[config.mk]
export PLATFORM = sky130hd
export DESIGN_NAME = enc_seq_1553_flat
export DESIGN_NICKNAME = d
export VERILOG_FILES = /design/src/rtl/enc_seq_1553_if.sv /design/src/rtl/enc_seq_1553.sv /design/src/flat_wrapper.sv
export SDC_FILE = /design/constraint.sdc
export NUM_CORES = 1
export LEC_CHECK = 0
export ABC_CLOCK_PERIOD_IN_PS = 3900
export CORE_MARGIN = 8
export CORE_UTILIZATION = 25
export DETAILED_ROUTE_END_ITERATION = 10
export SYNTH_ARGS = -nofsm -noshare
export SYNTH_HDL_FRONTEND = slang
export SYNTH_SLANG_ARGS = --single-unit
[constraint.sdc]
create_clock -name clk -period 3.9 [get_ports clk]
set_clock_uncertainty 0.2 [all_clocks]
set_input_delay 0.975 -clock clk [delete_from_list [all_inputs] [get_ports clk]]
set_output_delay 0.975 -clock clk [all_outputs]
set_load 0.01 [all_outputs]
[src/rtl/enc_seq_1553_if.sv]
// Signal bundle linking the 1553 transmit sequencer to its word memory, the encoder and its controller.
// The master modport is the sequencer itself; the slave modport is the surrounding system.
interface enc_seq_1553_if #(
    parameter int AW    = 9,
    parameter int GAP_W = 4
);
    logic             start;
    logic             abort;
    logic [AW-1:0]    base_addr;
    logic [AW:0]      word_cnt;
    logic [GAP_W-1:0] gap;
    logic             loop;
    logic             mem_rd;
    logic [AW-1:0]    mem_addr;
    logic [17:0]      mem_data;
    logic             enc_busy;
    logic [15:0]      tx_dword;
    logic             tx_csw;
    logic             tx_dw;
    logic             seq_busy;
    logic             done;
    logic             ack_err;
    logic [AW:0]      words_sent;

    modport master (
        input  start, abort, base_addr, word_cnt, gap, loop, mem_data, enc_busy,
        output mem_rd, mem_addr, tx_dword, tx_csw, tx_dw, seq_busy, done, ack_err, words_sent
    );

    modport slave (
        output start, abort, base_addr, word_cnt, gap, loop, mem_data, enc_busy,
        input  mem_rd, mem_addr, tx_dword, tx_csw, tx_dw, seq_busy, done, ack_err, words_sent
    );
endinterface

[src/rtl/enc_seq_1553.sv]
// Table-driven transmit sequencer: fetches {csw,dw,dword} entries from a synchronous memory
// and issues one encoder write per entry, paced by enc_busy and a programmable gap.
module enc_seq_1553 #(
    parameter int AW     = 9,
    parameter int GAP_W  = 4,
    parameter int ACK_TO = 4
) (
    input  logic           clk,
    input  logic           rst_n,
    enc_seq_1553_if.master bus
);
    localparam int ACK_W = $clog2(ACK_TO + 1);

    typedef enum logic [2:0] {
        S_IDLE,
        S_FETCH,
        S_LOAD,
        S_ISSUE,
        S_WAIT_ACK,
        S_WAIT_DONE,
        S_GAP,
        S_END
    } state_t;

    state_t           state_q, state_d, after_word;
    logic [AW-1:0]    base_q;
    logic [AW:0]      cnt_q, idx_q, sent_q, idx_inc;
    logic [GAP_W-1:0] gap_q, gap_cnt_q;
    logic [ACK_W-1:0] ack_cnt_q;
    logic [15:0]      data_q;
    logic             csw_q, dw_q;
    logic             ld_cfg, clr_pass, inc_idx, ld_data, inc_sent, ld_gap;

    assign idx_inc        = idx_q + 1'b1;
    assign bus.mem_addr   = base_q + idx_q[AW-1:0];
    assign bus.seq_busy   = (state_q != S_IDLE);
    assign bus.words_sent = sent_q;

    always_comb begin
        // NOTE: every signal driven here gets a default first, so no path can infer a latch.
        state_d     = state_q;
        ld_cfg      = 1'b0;
        clr_pass    = 1'b0;
        inc_idx     = 1'b0;
        ld_data     = 1'b0;
        inc_sent    = 1'b0;
        ld_gap      = 1'b0;
        bus.mem_rd  = 1'b0;
        bus.tx_csw  = 1'b0;
        bus.tx_dw   = 1'b0;
        bus.done    = 1'b0;
        bus.ack_err = 1'b0;

        // Where to go once an entry is finished (sent or skipped); gap=0 bypasses GAP entirely.
        if (gap_q != '0)          after_word = S_GAP;
        else if (idx_inc < cnt_q) after_word = S_FETCH;
        else                      after_word = S_END;

        case (state_q)
            S_IDLE: begin
                if (bus.start) begin
                    ld_cfg  = 1'b1;
                    state_d = (bus.word_cnt == '0) ? S_END : S_FETCH;
                end
            end
            S_FETCH: begin
                bus.mem_rd = 1'b1;
                state_d    = S_LOAD;
            end
            S_LOAD: begin
                ld_data = 1'b1;
                if (bus.mem_data[17:16] == 2'b00) begin
                    inc_idx = 1'b1;
                    ld_gap  = (after_word == S_GAP);
                    state_d = after_word;
                end else begin
                    state_d = S_ISSUE;
                end
            end
            S_ISSUE: begin
                bus.tx_csw = csw_q;
                bus.tx_dw  = dw_q;
                inc_sent   = 1'b1;
                state_d    = S_WAIT_ACK;
            end
            S_WAIT_ACK: begin
                if (bus.enc_busy) begin
                    state_d = S_WAIT_DONE;
                end else if (ack_cnt_q == ACK_W'(ACK_TO - 1)) begin
                    bus.ack_err = 1'b1;
                    state_d     = S_IDLE;
                end
            end
            S_WAIT_DONE: begin
                if (!bus.enc_busy) begin
                    inc_idx = 1'b1;
                    ld_gap  = (after_word == S_GAP);
                    state_d = after_word;
                end
            end
            S_GAP: begin
                if (gap_cnt_q == '0) state_d = (idx_q < cnt_q) ? S_FETCH : S_END;
            end
            S_END: begin
                bus.done = 1'b1;
                // An empty pass never loops, otherwise loop mode would fetch entries it was told not to.
                if (bus.loop && cnt_q != '0) begin
                    clr_pass = 1'b1;
                    state_d  = S_FETCH;
                end else begin
                    state_d = S_IDLE;
                end
            end
            default: state_d = S_IDLE;
        endcase

        // Abort overrides every transition and squashes all strobes of this cycle.
        if (bus.abort) begin
            state_d     = S_IDLE;
            ld_cfg      = 1'b0;
            clr_pass    = 1'b0;
            inc_idx     = 1'b0;
            ld_data     = 1'b0;
            inc_sent    = 1'b0;
            ld_gap      = 1'b0;
            bus.mem_rd  = 1'b0;
            bus.tx_csw  = 1'b0;
            bus.tx_dw   = 1'b0;
            bus.done    = 1'b0;
            bus.ack_err = 1'b0;
        end

        bus.tx_dword = (bus.tx_csw || bus.tx_dw) ? data_q : 16'h0000;
    end

    // NOTE: flops use non-blocking assignments so every register samples pre-edge values.
    always_ff @(posedge clk or negedge rst_n) begin
        if (!rst_n) state_q <= S_IDLE;
        else        state_q <= state_d;
    end

    always_ff @(posedge clk or negedge rst_n) begin
        if (!rst_n) begin
            base_q    <= '0;
            cnt_q     <= '0;
            gap_q     <= '0;
            idx_q     <= '0;
            sent_q    <= '0;
            gap_cnt_q <= '0;
            ack_cnt_q <= '0;
            data_q    <= '0;
            csw_q     <= 1'b0;
            dw_q      <= 1'b0;
        end else begin
            if (ld_cfg) begin
                base_q <= bus.base_addr;
                cnt_q  <= bus.word_cnt;
                gap_q  <= bus.gap;
            end
            if (ld_cfg || clr_pass) begin
                idx_q  <= '0;
                sent_q <= '0;
            end
            if (inc_idx)  idx_q  <= idx_inc;
            if (inc_sent) sent_q <= sent_q + 1'b1;
            if (ld_data) begin
                data_q <= bus.mem_data[15:0];
                csw_q  <= bus.mem_data[17];
                dw_q   <= bus.mem_data[16] & ~bus.mem_data[17];
            end
            if (ld_gap)                gap_cnt_q <= gap_q - 1'b1;
            else if (state_q == S_GAP) gap_cnt_q <= gap_cnt_q - 1'b1;
            if (state_q == S_WAIT_ACK) ack_cnt_q <= ack_cnt_q + 1'b1;
            else                       ack_cnt_q <= '0;
        end
    end
endmodule

[src/flat_wrapper.sv]
// flat-port wrapper written by rule: the top's interface ports become plain ports
module enc_seq_1553_flat 
#(
    parameter int AW     = 9,
    parameter int GAP_W  = 4,
    parameter int ACK_TO = 4
)
  (clk, rst_n, bus_start, bus_abort, bus_base_addr, bus_word_cnt, bus_gap, bus_loop, bus_mem_data, bus_enc_busy, bus_mem_rd, bus_mem_addr, bus_tx_dword, bus_tx_csw, bus_tx_dw, bus_seq_busy, bus_done, bus_ack_err, bus_words_sent);
  enc_seq_1553_if #(.AW(AW), .GAP_W(GAP_W)) bus_i ();
  input  logic clk;
  input  logic rst_n;
  input wire logic [$bits(bus_i.start)-1:0] bus_start;
  input wire logic [$bits(bus_i.abort)-1:0] bus_abort;
  input wire logic [$bits(bus_i.base_addr)-1:0] bus_base_addr;
  input wire logic [$bits(bus_i.word_cnt)-1:0] bus_word_cnt;
  input wire logic [$bits(bus_i.gap)-1:0] bus_gap;
  input wire logic [$bits(bus_i.loop)-1:0] bus_loop;
  input wire logic [$bits(bus_i.mem_data)-1:0] bus_mem_data;
  input wire logic [$bits(bus_i.enc_busy)-1:0] bus_enc_busy;
  output wire logic [$bits(bus_i.mem_rd)-1:0] bus_mem_rd;
  output wire logic [$bits(bus_i.mem_addr)-1:0] bus_mem_addr;
  output wire logic [$bits(bus_i.tx_dword)-1:0] bus_tx_dword;
  output wire logic [$bits(bus_i.tx_csw)-1:0] bus_tx_csw;
  output wire logic [$bits(bus_i.tx_dw)-1:0] bus_tx_dw;
  output wire logic [$bits(bus_i.seq_busy)-1:0] bus_seq_busy;
  output wire logic [$bits(bus_i.done)-1:0] bus_done;
  output wire logic [$bits(bus_i.ack_err)-1:0] bus_ack_err;
  output wire logic [$bits(bus_i.words_sent)-1:0] bus_words_sent;
  assign bus_i.start = bus_start;
  assign bus_i.abort = bus_abort;
  assign bus_i.base_addr = bus_base_addr;
  assign bus_i.word_cnt = bus_word_cnt;
  assign bus_i.gap = bus_gap;
  assign bus_i.loop = bus_loop;
  assign bus_i.mem_data = bus_mem_data;
  assign bus_i.enc_busy = bus_enc_busy;
  assign bus_mem_rd = bus_i.mem_rd;
  assign bus_mem_addr = bus_i.mem_addr;
  assign bus_tx_dword = bus_i.tx_dword;
  assign bus_tx_csw = bus_i.tx_csw;
  assign bus_tx_dw = bus_i.tx_dw;
  assign bus_seq_busy = bus_i.seq_busy;
  assign bus_done = bus_i.done;
  assign bus_ack_err = bus_i.ack_err;
  assign bus_words_sent = bus_i.words_sent;
  enc_seq_1553 #(.AW(AW), .GAP_W(GAP_W), .ACK_TO(ACK_TO)) u_core (.clk(clk), .rst_n(rst_n), .bus(bus_i));
endmodule
==> summary.txt <==
Status
  • Status: complete, no violations

Floorplanning
  • Die area: 21600 µm²
  • Die H: roughly 150 µm
  • # rows: 48
  • Die Wd: 147 µm
  • Core area: 17000 µm²
  • # IOs: roughly 90
  • Initial Util: 25.2%

Yosys
  • Mapped Area: 4280 µm²
  • Post-synth ARST share: between 90% and 100%
  • Count leader, synth: dfrtp_1
  • Top post-synthesis cells by area: dfrtp_1 (41%), mux2_2 (9.5%), ha_1 (9.1%)
  • List of most frequent post-synthesis cells: dfrtp_1 (71), mux2_2 (36), ha_1 (31), nand2_1 (31), a21oi_1 (26)
  • Post-synthesis cell count: 421
  • Syn avg cell area: 10.2 µm²
  • Syn Nets: 500
  • EDFF count, synth: 0
  • Leading area contributor after synthesis: dfrtp_1
  • Ys Warns: 0
  • Synth Flop Type: dfrtp_1
  • Seq/Total Area, Yosys: 41.5%
  • Area fraction of the dominant cell type after synthesis: between 40 and 50%
  • Netlist cell types: 58
  • #FFs+latches synth: approximately 70

CTS
  • TritonCTS clock tree: done
  • Clk buf depth: 2
  • Htree depth: 3
  • Root Buffer: clkbuf_16
  • Clk sinks: 71
  • Clk Latency, worst-skew pair: 340 ps
  • Num CTS Buffers: 9
  • Worst-path clk slew: 60 ps

Worst setup path
  • CP endpoint kind: output pin
  • CP Data Required Time: between 2000 and 3000 ps
  • Critical path class: register to output pin
  • Worst R2R Start: u_core.idx_q[2]
  • R2r setup slk: 590 ps
  • Reg2Reg Depth: 10
  • Critical Path AT: 2610 ps
  • Worst setup endpoint: bus_mem_addr[6]
  • Crit start category: register
  • Crit Reg-Reg Endpoint: u_core.state_q[2]
  • Critical Path Start: u_core.idx_q[2]
  • Critical Path Fanout Max: 8

Global route
  • Busiest layer in global routing: met2
  • Met2 GRT Util: 17.8%
  • Routing usage on met1: 13.4%
  • Number of antenna violations at the first check in global routing: 0
  • GRT Total Usage: between 10% and 20%
  • Number of global-route vias before repair: 3740
  • Total gr overflow: 0
  • Largest net degree at the start of global routing: 42
  • M3 GR Usage: 3.41%
  • First-pass GRT wire length: 18.9 mm

Final layout
  • Ratio of cells with drive above 1 in the final layout: 18.2%
  • Nets@finish: between 600 and 700
  • Synth-to-layout area growth: 36.0%
  • ANT cells: 0
  • Cell Count, Final, Fillers Out: 753
  • Final Util: between 30 and 40%

Power
  • Power Density: about 630 nW/µm²
  • Total power: around 3.7 mW
  • Leakage power: 2.62 nW
  • Peak supply drop: 0.000262 V

Routing
  • Vias: between 3000 and 4000
  • Routed WL: ~12 mm
  • Antenna-violating nets left: 0
  • DRC: 0
  • Wire length per cell: 15.4 µm
  • DRT iter0 DRCs: 156
  • Vias/cell: 4.73
  • First-pass DRT Iterations: 4

Timing
  • Fmax: approximately 0.26 GHz
  • Hold Vio Cnt, Final: 0
  • Setup violators final: 0
  • Post-route minimum period: 3780 ps
  • Max_slew headroom: a little over a third
  • Hold_ws: 236 ps
  • Final Worst Setup Slack: 120 ps
  • Period utilisation layout: 96.9%
  • Fin. max-slew vios: 0
  • RSZ-0062 raised after global routing: no
  • Slew @ Worst Pin: 970 ps

Placement
  • GP Congestion: 0.850
  • Final HPWL DP: 9.07 mm
  • Setup slack at placement: -284 ps
  • Dpl cells: approximately 740
  • IO Port Bufs: 87

Min path
  • Worst min-delay path category: register to register

Run
  • MaxCap Viol Count: 0
## worst min path at each step
stage / start / to / slack, ps / depth (start not counted)
after CTS: u_core.ack_cnt_q[0] / u_core.ack_cnt_q[0] / 230 / 1
after global placement: u_core.ack_cnt_q[0] / u_core.ack_cnt_q[0] / 220 / 1
after detailed placement: u_core.ack_cnt_q[0] / u_core.ack_cnt_q[0] / 220 / 1
after floorplan: u_core.ack_cnt_q[0] / u_core.ack_cnt_q[0] / 210 / 1
after global routing: u_core.ack_cnt_q[0] / u_core.ack_cnt_q[0] / 250 / 1
final: u_core.ack_cnt_q[0] / u_core.ack_cnt_q[0] / 240 / 1
## state kept, by name (all words and copies together) (netlist names)
name and cells:
u_core.idx_q 10, u_core.state_q 3, u_core.csw_q 1, u_core.bus.words_sent 10, u_core.ack_cnt_q 3, u_core.gap_q 4
u_core.dw_q 1, u_core.data_q 16, u_core.cnt_q 10, u_core.gap_cnt_q 4, u_core.base_q 9
## what timing repair did
action | 4_1_cts | 5_1_grt
resized for setup | 19 | 32
setup buffers | 1 | 0
pin swaps | 1 | 0
endpoints found under the setup margin | 20 | 20
hold buffers | 0 | 0
## routing by layer
layer / part of all wire [%] / routed length (µm)
met2: 48 / 5500
met3: 5.6 / 646
met4: 1.7 / 196
met1: 45 / 5220
met5: 0 / 0
## power by group
part	internal (mW)	total [mW]	switching, mW
sequential	1.01	1.23	0.216
clock	0.679	0.995	0.316
combinational	0.771	1.44	0.668
## cells in the final DEF (no fill, tap or decap), drive strengths merged, types with 3 or more instances in the layout
master,instances
dlymetal6s2s,3
a21oi,26
nor2,19
ha,31
xnor2,11
o21a,7
o211ai,4
nand3b,4
buf,21
dlygate4sd2,4
nor3b,3
and2,3
clkdlybuf4s50,66
mux2,40
or3,3
a31oi,9
a211oi,3
xor2,8
bufinv,3
nor3,4
o21ai,14
nand2,31
clkbuf,25
a21o,5
nor2b,18
nand3,10
inv,26
and3,9
a22oi,4
dfrtp,71
nor4,7
## cell type report
class | count | area (µm²)
Clock buffer | 12 | 267
Clock inverter | 4 | 98.8
Fill cell | 1699 | 11200
Inverter | 25 | 93.8
Multi-Input combinational cell | 309 | 2350
Sequential cell | 71 | 1780
Tap cell | 225 | 282
Timing Repair Buffer | 107 | 953
## worst max-delay path, stage by stage, from the launching register on
cell and delay (ps):
dfrtp_1 480, ha_1 390, nor2b_1 140, o21ai_0 250, a21o_1 210, nand3b_1 110, xor2_1 130, clkdlybuf4s50_1 550
## stage by stage
step	setup TNS (ps)	instance area (µm²)
floorplan	0	4280
global route	0	5830
global placement	-3310	5500
CTS	0	5850
finish	0	5830
detailed placement	-4140	5500
## cells by family after synthesis
kind of cell             synth area share (%)
AO/OA/AOI/OAI                            14.5
XOR/XNOR                                 3.88
adder cells (fa/ha/maj)                  9.52
buffers and inverters                    3.97
flip-flops                               41.5
multiplexers                             11.0
AND/OR/NAND/NOR                          15.6
Note: power is estimated with default switching activity, not from simulation.
